### src/rtl/sram_fifo_pkg.sv
// Shared sizes and types for the SRAM-backed stream FIFO.
package sram_fifo_pkg;

    localparam int DEPTH      = 32;  // words in the two-port macro
    localparam int AW         = 5;   // macro address width
    localparam int DW         = 12;  // macro data width
    localparam int SKID_DEPTH = 2;   // output buffer entries
    localparam int LW         = 6;   // width of level (0..34)

    typedef logic [AW-1:0] addr_t;
    typedef logic [DW-1:0] data_t;
    typedef logic [LW-1:0] level_t;

endpackage

### src/rtl/sram_fifo_skid.sv
// Two-entry output buffer. head is the registered oldest word; a push and a
// pop in the same cycle are both honoured. The controller never pushes when
// the buffer is full, because its issue rule reserves a slot per in-flight read.
module sram_fifo_skid
    import sram_fifo_pkg::*;
(
    input  logic        CK,
    input  logic        RST,
    input  logic        flush,
    input  logic        push,
    input  logic        pop,
    input  data_t       din,
    output data_t       head,
    output logic [1:0]  count
);

    data_t      e0;
    data_t      e1;
    logic [1:0] cnt;
    logic       pop_ok;

    assign pop_ok = pop && (cnt != 2'd0);
    assign head   = e0;
    assign count  = cnt;

    // Shift/fill the two entries according to push and pop.
    always_ff @(posedge CK or posedge RST) begin
        if (RST) begin
            cnt <= 2'd0;
            e0  <= '0;
            e1  <= '0;
        end else if (flush) begin
            cnt <= 2'd0;
            e0  <= '0;
            e1  <= '0;
        end else begin
            case ({push, pop_ok})
                2'b10: begin
                    if (cnt == 2'd0) e0 <= din;
                    else             e1 <= din;
                    cnt <= cnt + 2'd1;
                end
                2'b01: begin
                    e0  <= e1;
                    cnt <= cnt - 2'd1;
                end
                2'b11: begin
                    if (cnt == 2'd2) begin
                        e0 <= e1;
                        e1 <= din;
                    end else begin
                        e0 <= din;
                    end
                end
                default: ;
            endcase
        end
    end

endmodule

### src/rtl/sram_fifo_ctrl.sv
// Stream FIFO controller around a 32x12 two-port synchronous SRAM macro.
// Port A writes, port B reads with one cycle of latency; a 2-entry skid
// behind port B turns the macro read into a registered valid/ready output.
//
// Handshakes: a word moves on a rising CK edge when valid and ready are both
// high in the cycle before it; valid never depends on ready, and once valid
// is high the data holds until the transfer. flush cancels both handshakes.
module sram_fifo_ctrl
    import sram_fifo_pkg::*;
(
    input  logic        CK,
    input  logic        RST,
    input  logic        flush,
    input  logic        in_valid,
    output logic        in_ready,
    input  data_t       in_data,
    output logic        out_valid,
    input  logic        out_ready,
    output data_t       out_data,
    output level_t      level,
    output addr_t       mem_a,
    output logic        mem_csa,
    output logic        mem_web,
    output data_t       mem_di,
    output addr_t       mem_b,
    output logic        mem_csb,
    output logic        mem_oe,
    input  data_t       mem_do
);

    addr_t      wr_ptr;
    addr_t      rd_ptr;
    level_t     mem_cnt;
    logic       pend;
    logic [1:0] skid_cnt;
    logic       wr_acc;
    logic       pop;
    logic       issue;

    assign in_ready  = !RST && (mem_cnt < level_t'(DEPTH));
    assign out_valid = (skid_cnt != 2'd0);
    assign wr_acc    = in_valid && in_ready && !flush;
    assign pop       = out_valid && out_ready && !flush;

    // Issue a read only if the skid will have room for it when it lands:
    // words already buffered plus the one in flight, minus this cycle's pop.
    assign issue = !RST && !flush && (mem_cnt != '0) &&
                   (({1'b0, skid_cnt} + {2'b00, pend}) < (3'd2 + {2'b00, pop}));

    assign mem_csa = wr_acc;
    assign mem_web = !wr_acc;
    assign mem_a   = wr_ptr;
    assign mem_di  = wr_acc ? in_data : '0;
    assign mem_csb = issue;
    assign mem_b   = rd_ptr;
    assign mem_oe  = 1'b1;

    assign level = mem_cnt + level_t'(pend) + level_t'(skid_cnt);

    // Pointers, SRAM occupancy and the in-flight read flag.
    always_ff @(posedge CK or posedge RST) begin
        if (RST) begin
            wr_ptr  <= '0;
            rd_ptr  <= '0;
            mem_cnt <= '0;
            pend    <= 1'b0;
        end else if (flush) begin
            wr_ptr  <= '0;
            rd_ptr  <= '0;
            mem_cnt <= '0;
            pend    <= 1'b0;
        end else begin
            if (wr_acc) wr_ptr <= wr_ptr + addr_t'(1);
            if (issue)  rd_ptr <= rd_ptr + addr_t'(1);
            case ({wr_acc, issue})
                2'b10:   mem_cnt <= mem_cnt + level_t'(1);
                2'b01:   mem_cnt <= mem_cnt - level_t'(1);
                default: ;
            endcase
            pend <= issue;
        end
    end

    // mem_do is valid exactly in the cycle after an issue; a flush drops it.
    sram_fifo_skid u_skid (
        .CK    (CK),
        .RST   (RST),
        .flush (flush),
        .push  (pend && !flush),
        .pop   (pop),
        .din   (mem_do),
        .head  (out_data),
        .count (skid_cnt)
    );

endmodule

### config.mk
export PLATFORM = sky130hd
export DESIGN_NAME = sram_fifo_ctrl
export DESIGN_NICKNAME = d
export VERILOG_FILES = /design/src/rtl/sram_fifo_pkg.sv /design/src/rtl/sram_fifo_skid.sv /design/src/rtl/sram_fifo_ctrl.sv
export SDC_FILE = /design/constraint.sdc
export NUM_CORES = 1
export LEC_CHECK = 0
export CAP_MARGIN = 20
export CORE_MARGIN = 2
export CORE_UTILIZATION = 49
export CTS_BUF_LIST = sky130_fd_sc_hd__clkbuf_16
export DETAILED_ROUTE_END_ITERATION = 10
export GPL_ROUTABILITY_DRIVEN = 0
export PLACE_DENSITY = 0.82
export SLEW_MARGIN = 20
export SYNTH_ARGS = -nofsm -noshare
export SYNTH_HDL_FRONTEND = slang
export SYNTH_HIERARCHICAL = 1
export SYNTH_SLANG_ARGS = --single-unit
### constraint.sdc
create_clock -name CK -period 3.9 [get_ports CK]
set_input_delay 1.17 -clock CK [delete_from_list [all_inputs] [get_ports CK]]
set_output_delay 1.17 -clock CK [all_outputs]
set_load 0.02 [all_outputs]
==> results.py <==
metrics = {
    "outcome": {
        "result_of_the_run": "complete, no violations",
    },
    "min_path": {
        "holdCritPathClass": "reg -> reg",
    },
    "clock_network": {
        "worstSkewPairLatency_ns": 0.28,
        "max-clock-path-buffers": 2,
        "clock_sink_count": 43,
        "tritoncts": "done",
        "cts_root_buf": "sky130_fd_sc_hd__clkbuf_16",
        "clk_pin_slew_worst_paths_ns": 0.06,
        "clock_tree.htree_level_count": 2,
        "tritoncts.num_buffers": 5,
    },
    "sta": {
        "tns_ns": 0,
        "whs_ns": 0.488,
        "finalCritPeriodShare": 0.983,
        "worst_slew_pin_slew_ns": 0.697,
        "timing.final.crit_period_ns": 3.84,
        "final_max_slew_viol_count": 0,
        "finalSetupViolCount": 0,
        "timing.final.hold_violations": 0,
        "timing.clock.skew_ns": 0.00638,
        "relSlewSlack": 0.535,
        "clock.fmax_mhz": 261,
    },
    "worst_setup_path": {
        "timing.critical_path.arrival_ns": 2.67,
        "criticalPathCategory": "in -> out",
        "cp_cell_sequence": "clkdlybuf4s50_1 -> or3b_4 -> nor2_2 -> buf_4 -> buf_4 -> and2_1 -> buf_2",
        "cp.buffers_inverters": 4,
        "timing.critical_path.fanout_max": 5,
        "crit_path_start_kind": "primary input",
        "cp_common_cell": "sky130_fd_sc_hd__buf_4",
        "timing.critical_path.required_ns": 2.73,
        "critical_path.max_stage_delay_ns": 0.47,
        "worst_path_dominant_cell_family": "buffers and inverters",
        "critPathCaptureType": "output port",
        "crit_path_top_delay_cell": "sky130_fd_sc_hd__clkdlybuf4s50_1",
        "worst-r2r-setup-slack_ns": 0.93,
    },
    "route": {
        "drt_drc_violations_left": 0,
        "drt_pre_antenna_iters": 4,
        "drt-vias-per-instance": 5.48,
        "num_vias": 2320,
        "drtIter0Drc": 146,
        "wl_um": 6370,
        "drtAntennaViolNets": 0,
        "post_drt_wl_per_cell_um": 15.0,
    },
    "synth": {
        "synthFlopType": "sky130_fd_sc_hd__dfrtp_1",
        "synth_enable_flop_cells": 0,
        "yosys_warnings": 6,
        "synth-seq-area-share": 0.393,
        "synth_cells": 270,
        "postSynthAreaPerCell_um2": 10.1,
        "ys_ff_latch": 43,
        "synth_async_sr_flop_share": 1.00,
        "syn-cell-area_mm2": 0.00274,
        "synth_nets": 311,
        "netlist-cell-type-count": 60,
    },
    "global_routing": {
        "first_global_vias": 2238,
        "grt_pass1_wl_um": 10700,
        "largest_net_degree_at_the_start_of_global_routing": 38,
        "global_routing_usage_summed_across_all_routing_layers": 0.216,
        "globalRouteOverflowTotal": 0,
        "initial_antenna_violation_count": 0,
    },
    "placement": {
        "buffer_ports.inserted": 73,
        "place_area_mm2": 0.00357,
        "dpl_wire_length_um": 4640,
    },
    "die": {
        "fp.dieH_um": 78.8,
        "fp.dieW_um": 78.8,
        "floorplan.initialDensity": 0.504,
        "placement_rows": 27,
        "top_level_ports": 75,
        "core_mm2": 0.00544,
        "dieArea_mm2": 0.00621,
    },
    "finish": {
        "post_route_cells_drive_above_1_share": 0.168,
        "num-nets-final": 391,
        "diodes_inserted": 0,
        "layout-area-overhead-vs-synth_pct": 35.1,
        "layout.cells.most_common_list": "sky130_fd_sc_hd__clkdlybuf4s50_1, sky130_fd_sc_hd__dfrtp_1, sky130_fd_sc_hd__nand2b_1, sky130_fd_sc_hd__buf_4, sky130_fd_sc_hd__nor2_1",
        "layout.cell_area.non_filler_mm2": 0.00370,
        "mostFrequentLayoutCell": "sky130_fd_sc_hd__clkdlybuf4s50_1",
    },
    "pwr": {
        "report.power.total_mw": 1.28,
        "vdd_drop_max_uv": 202,
        "cellPowerDensity_mw_per_mm2": 347,
        "cellLeakagePower_nw": 1.63,
    },
    "flow_run": {
        "cap_viol_max_count": 0,
    },
}
[area by class of cell]
cell class                 count  area [µm²]
timing repair buffer          90         820
inverter                      14        52.6
tap                           72        90.1
multi-input combinational    196        1510
sequential                    43        1080
clock buffer                   5         125
clock inverter                 3        23.8
fill                         435        1740
[Yosys cell counts (2+ instances only)]
library cell,n,share of area
sky130_fd_sc_hd__nor2_1,17,0.023
sky130_fd_sc_hd__inv_1,14,0.019
sky130_fd_sc_hd__or3b_1,2,0.0064
sky130_fd_sc_hd__buf_6,4,0.016
sky130_fd_sc_hd__nand2b_1,24,0.055
sky130_fd_sc_hd__nor3_2,2,0.0073
sky130_fd_sc_hd__nand3_1,2,0.0037
sky130_fd_sc_hd__dfrtp_1,43,0.39
sky130_fd_sc_hd__o21a_2,2,0.0064
sky130_fd_sc_hd__a22oi_1,12,0.033
sky130_fd_sc_hd__a21oi_1,5,0.0091
sky130_fd_sc_hd__o21a_1,3,0.0082
sky130_fd_sc_hd__xnor2_1,7,0.022
sky130_fd_sc_hd__or4_1,2,0.0055
sky130_fd_sc_hd__and2_1,14,0.032
sky130_fd_sc_hd__a31oi_1,2,0.0046
sky130_fd_sc_hd__or3_1,2,0.0046
sky130_fd_sc_hd__nand4_1,4,0.0091
sky130_fd_sc_hd__ha_1,10,0.046
sky130_fd_sc_hd__o21ai_1,2,0.0037
sky130_fd_sc_hd__o21ai_0,4,0.0073
sky130_fd_sc_hd__clkbuf_1,5,0.0069
sky130_fd_sc_hd__buf_2,5,0.0091
sky130_fd_sc_hd__xor2_1,8,0.026
sky130_fd_sc_hd__mux2i_1,14,0.051
sky130_fd_sc_hd__nand2_1,6,0.0082
sky130_fd_sc_hd__fa_1,2,0.015
sky130_fd_sc_hd__o2bb2ai_1,12,0.038
sky130_fd_sc_hd__nor3_1,10,0.018
[repair_timing]
item	in CTS	in global routing
setup buffers	2	0
gates resized for setup	50	13
hold buffers	0	0
gates cloned	0	0
endpoints found under the setup margin	15	15
[metal layers]
metal | up-vias | track usage | wire length (µm)
met3 | 8 | 0.0375 | 350
li1 | 1117 | - | -
met1 | 1119 | 0.289 | 2770
met2 | 76 | 0.362 | 3170
met4 | 0 | 0.0596 | 75
met5 | - | 0 | 0
[flip-flops by register name, summed over array words and instances (netlist names)]
name / cells
u_skid/head: 12
mem_a: 5
u_skid/e1: 12
mem_b: 5
pend: 1
mem_cnt: 6
u_skid/count: 2
[power by group]
group	internal, mW	total (mW)	leakage, nW	switching, mW
clock network	0.239	0.412	0.0664	0.173
registers	0.474	0.516	0.594	0.0416
logic	0.174	0.356	0.968	0.182
total	0.887	1.28	1.63	0.396
[path summary, 6_finish.rpt]
kind	to	from	cells after the start
min reg2reg	u_skid/head[10]$_DFFE_PP0P_	u_skid/head[10]$_DFFE_PP0P_	1
max reg2reg	mem_cnt[4]$_DFFE_PP0P_	u_skid/count[0]$_DFFE_PP0P_	10
max	mem_di[10]	in_valid	7
max in group asynchronous	mem_cnt[1]$_DFFE_PP0P_	RST	3
min	u_skid/head[10]$_DFFE_PP0P_	u_skid/head[10]$_DFFE_PP0P_	1
min in group asynchronous	u_skid/head[7]$_DFFE_PP0P_	RST	4
[through the flow]
step                 util  instances  setup slack, ns
floorplan               -        270            0.247
detailed placement  0.656        413           -0.341
global placement    0.656        413           -0.292
finish              0.680        423           0.0648
global route        0.680        423         -0.00433
CTS                 0.681        423          -0.0652
[logic make-up after synthesis]
family,after synthesis,share of synthesized area
AND/OR/NAND/NOR,96,0.206
AO/OA/AOI/OAI,57,0.179
flip-flops,43,0.393
buffers and inverters,31,0.0575
XOR/XNOR,15,0.0479
multiplexers,15,0.0552
adder cells (fa/ha/maj),12,0.0603
other,1,0.00137
(Power assumes the default switching activity.)
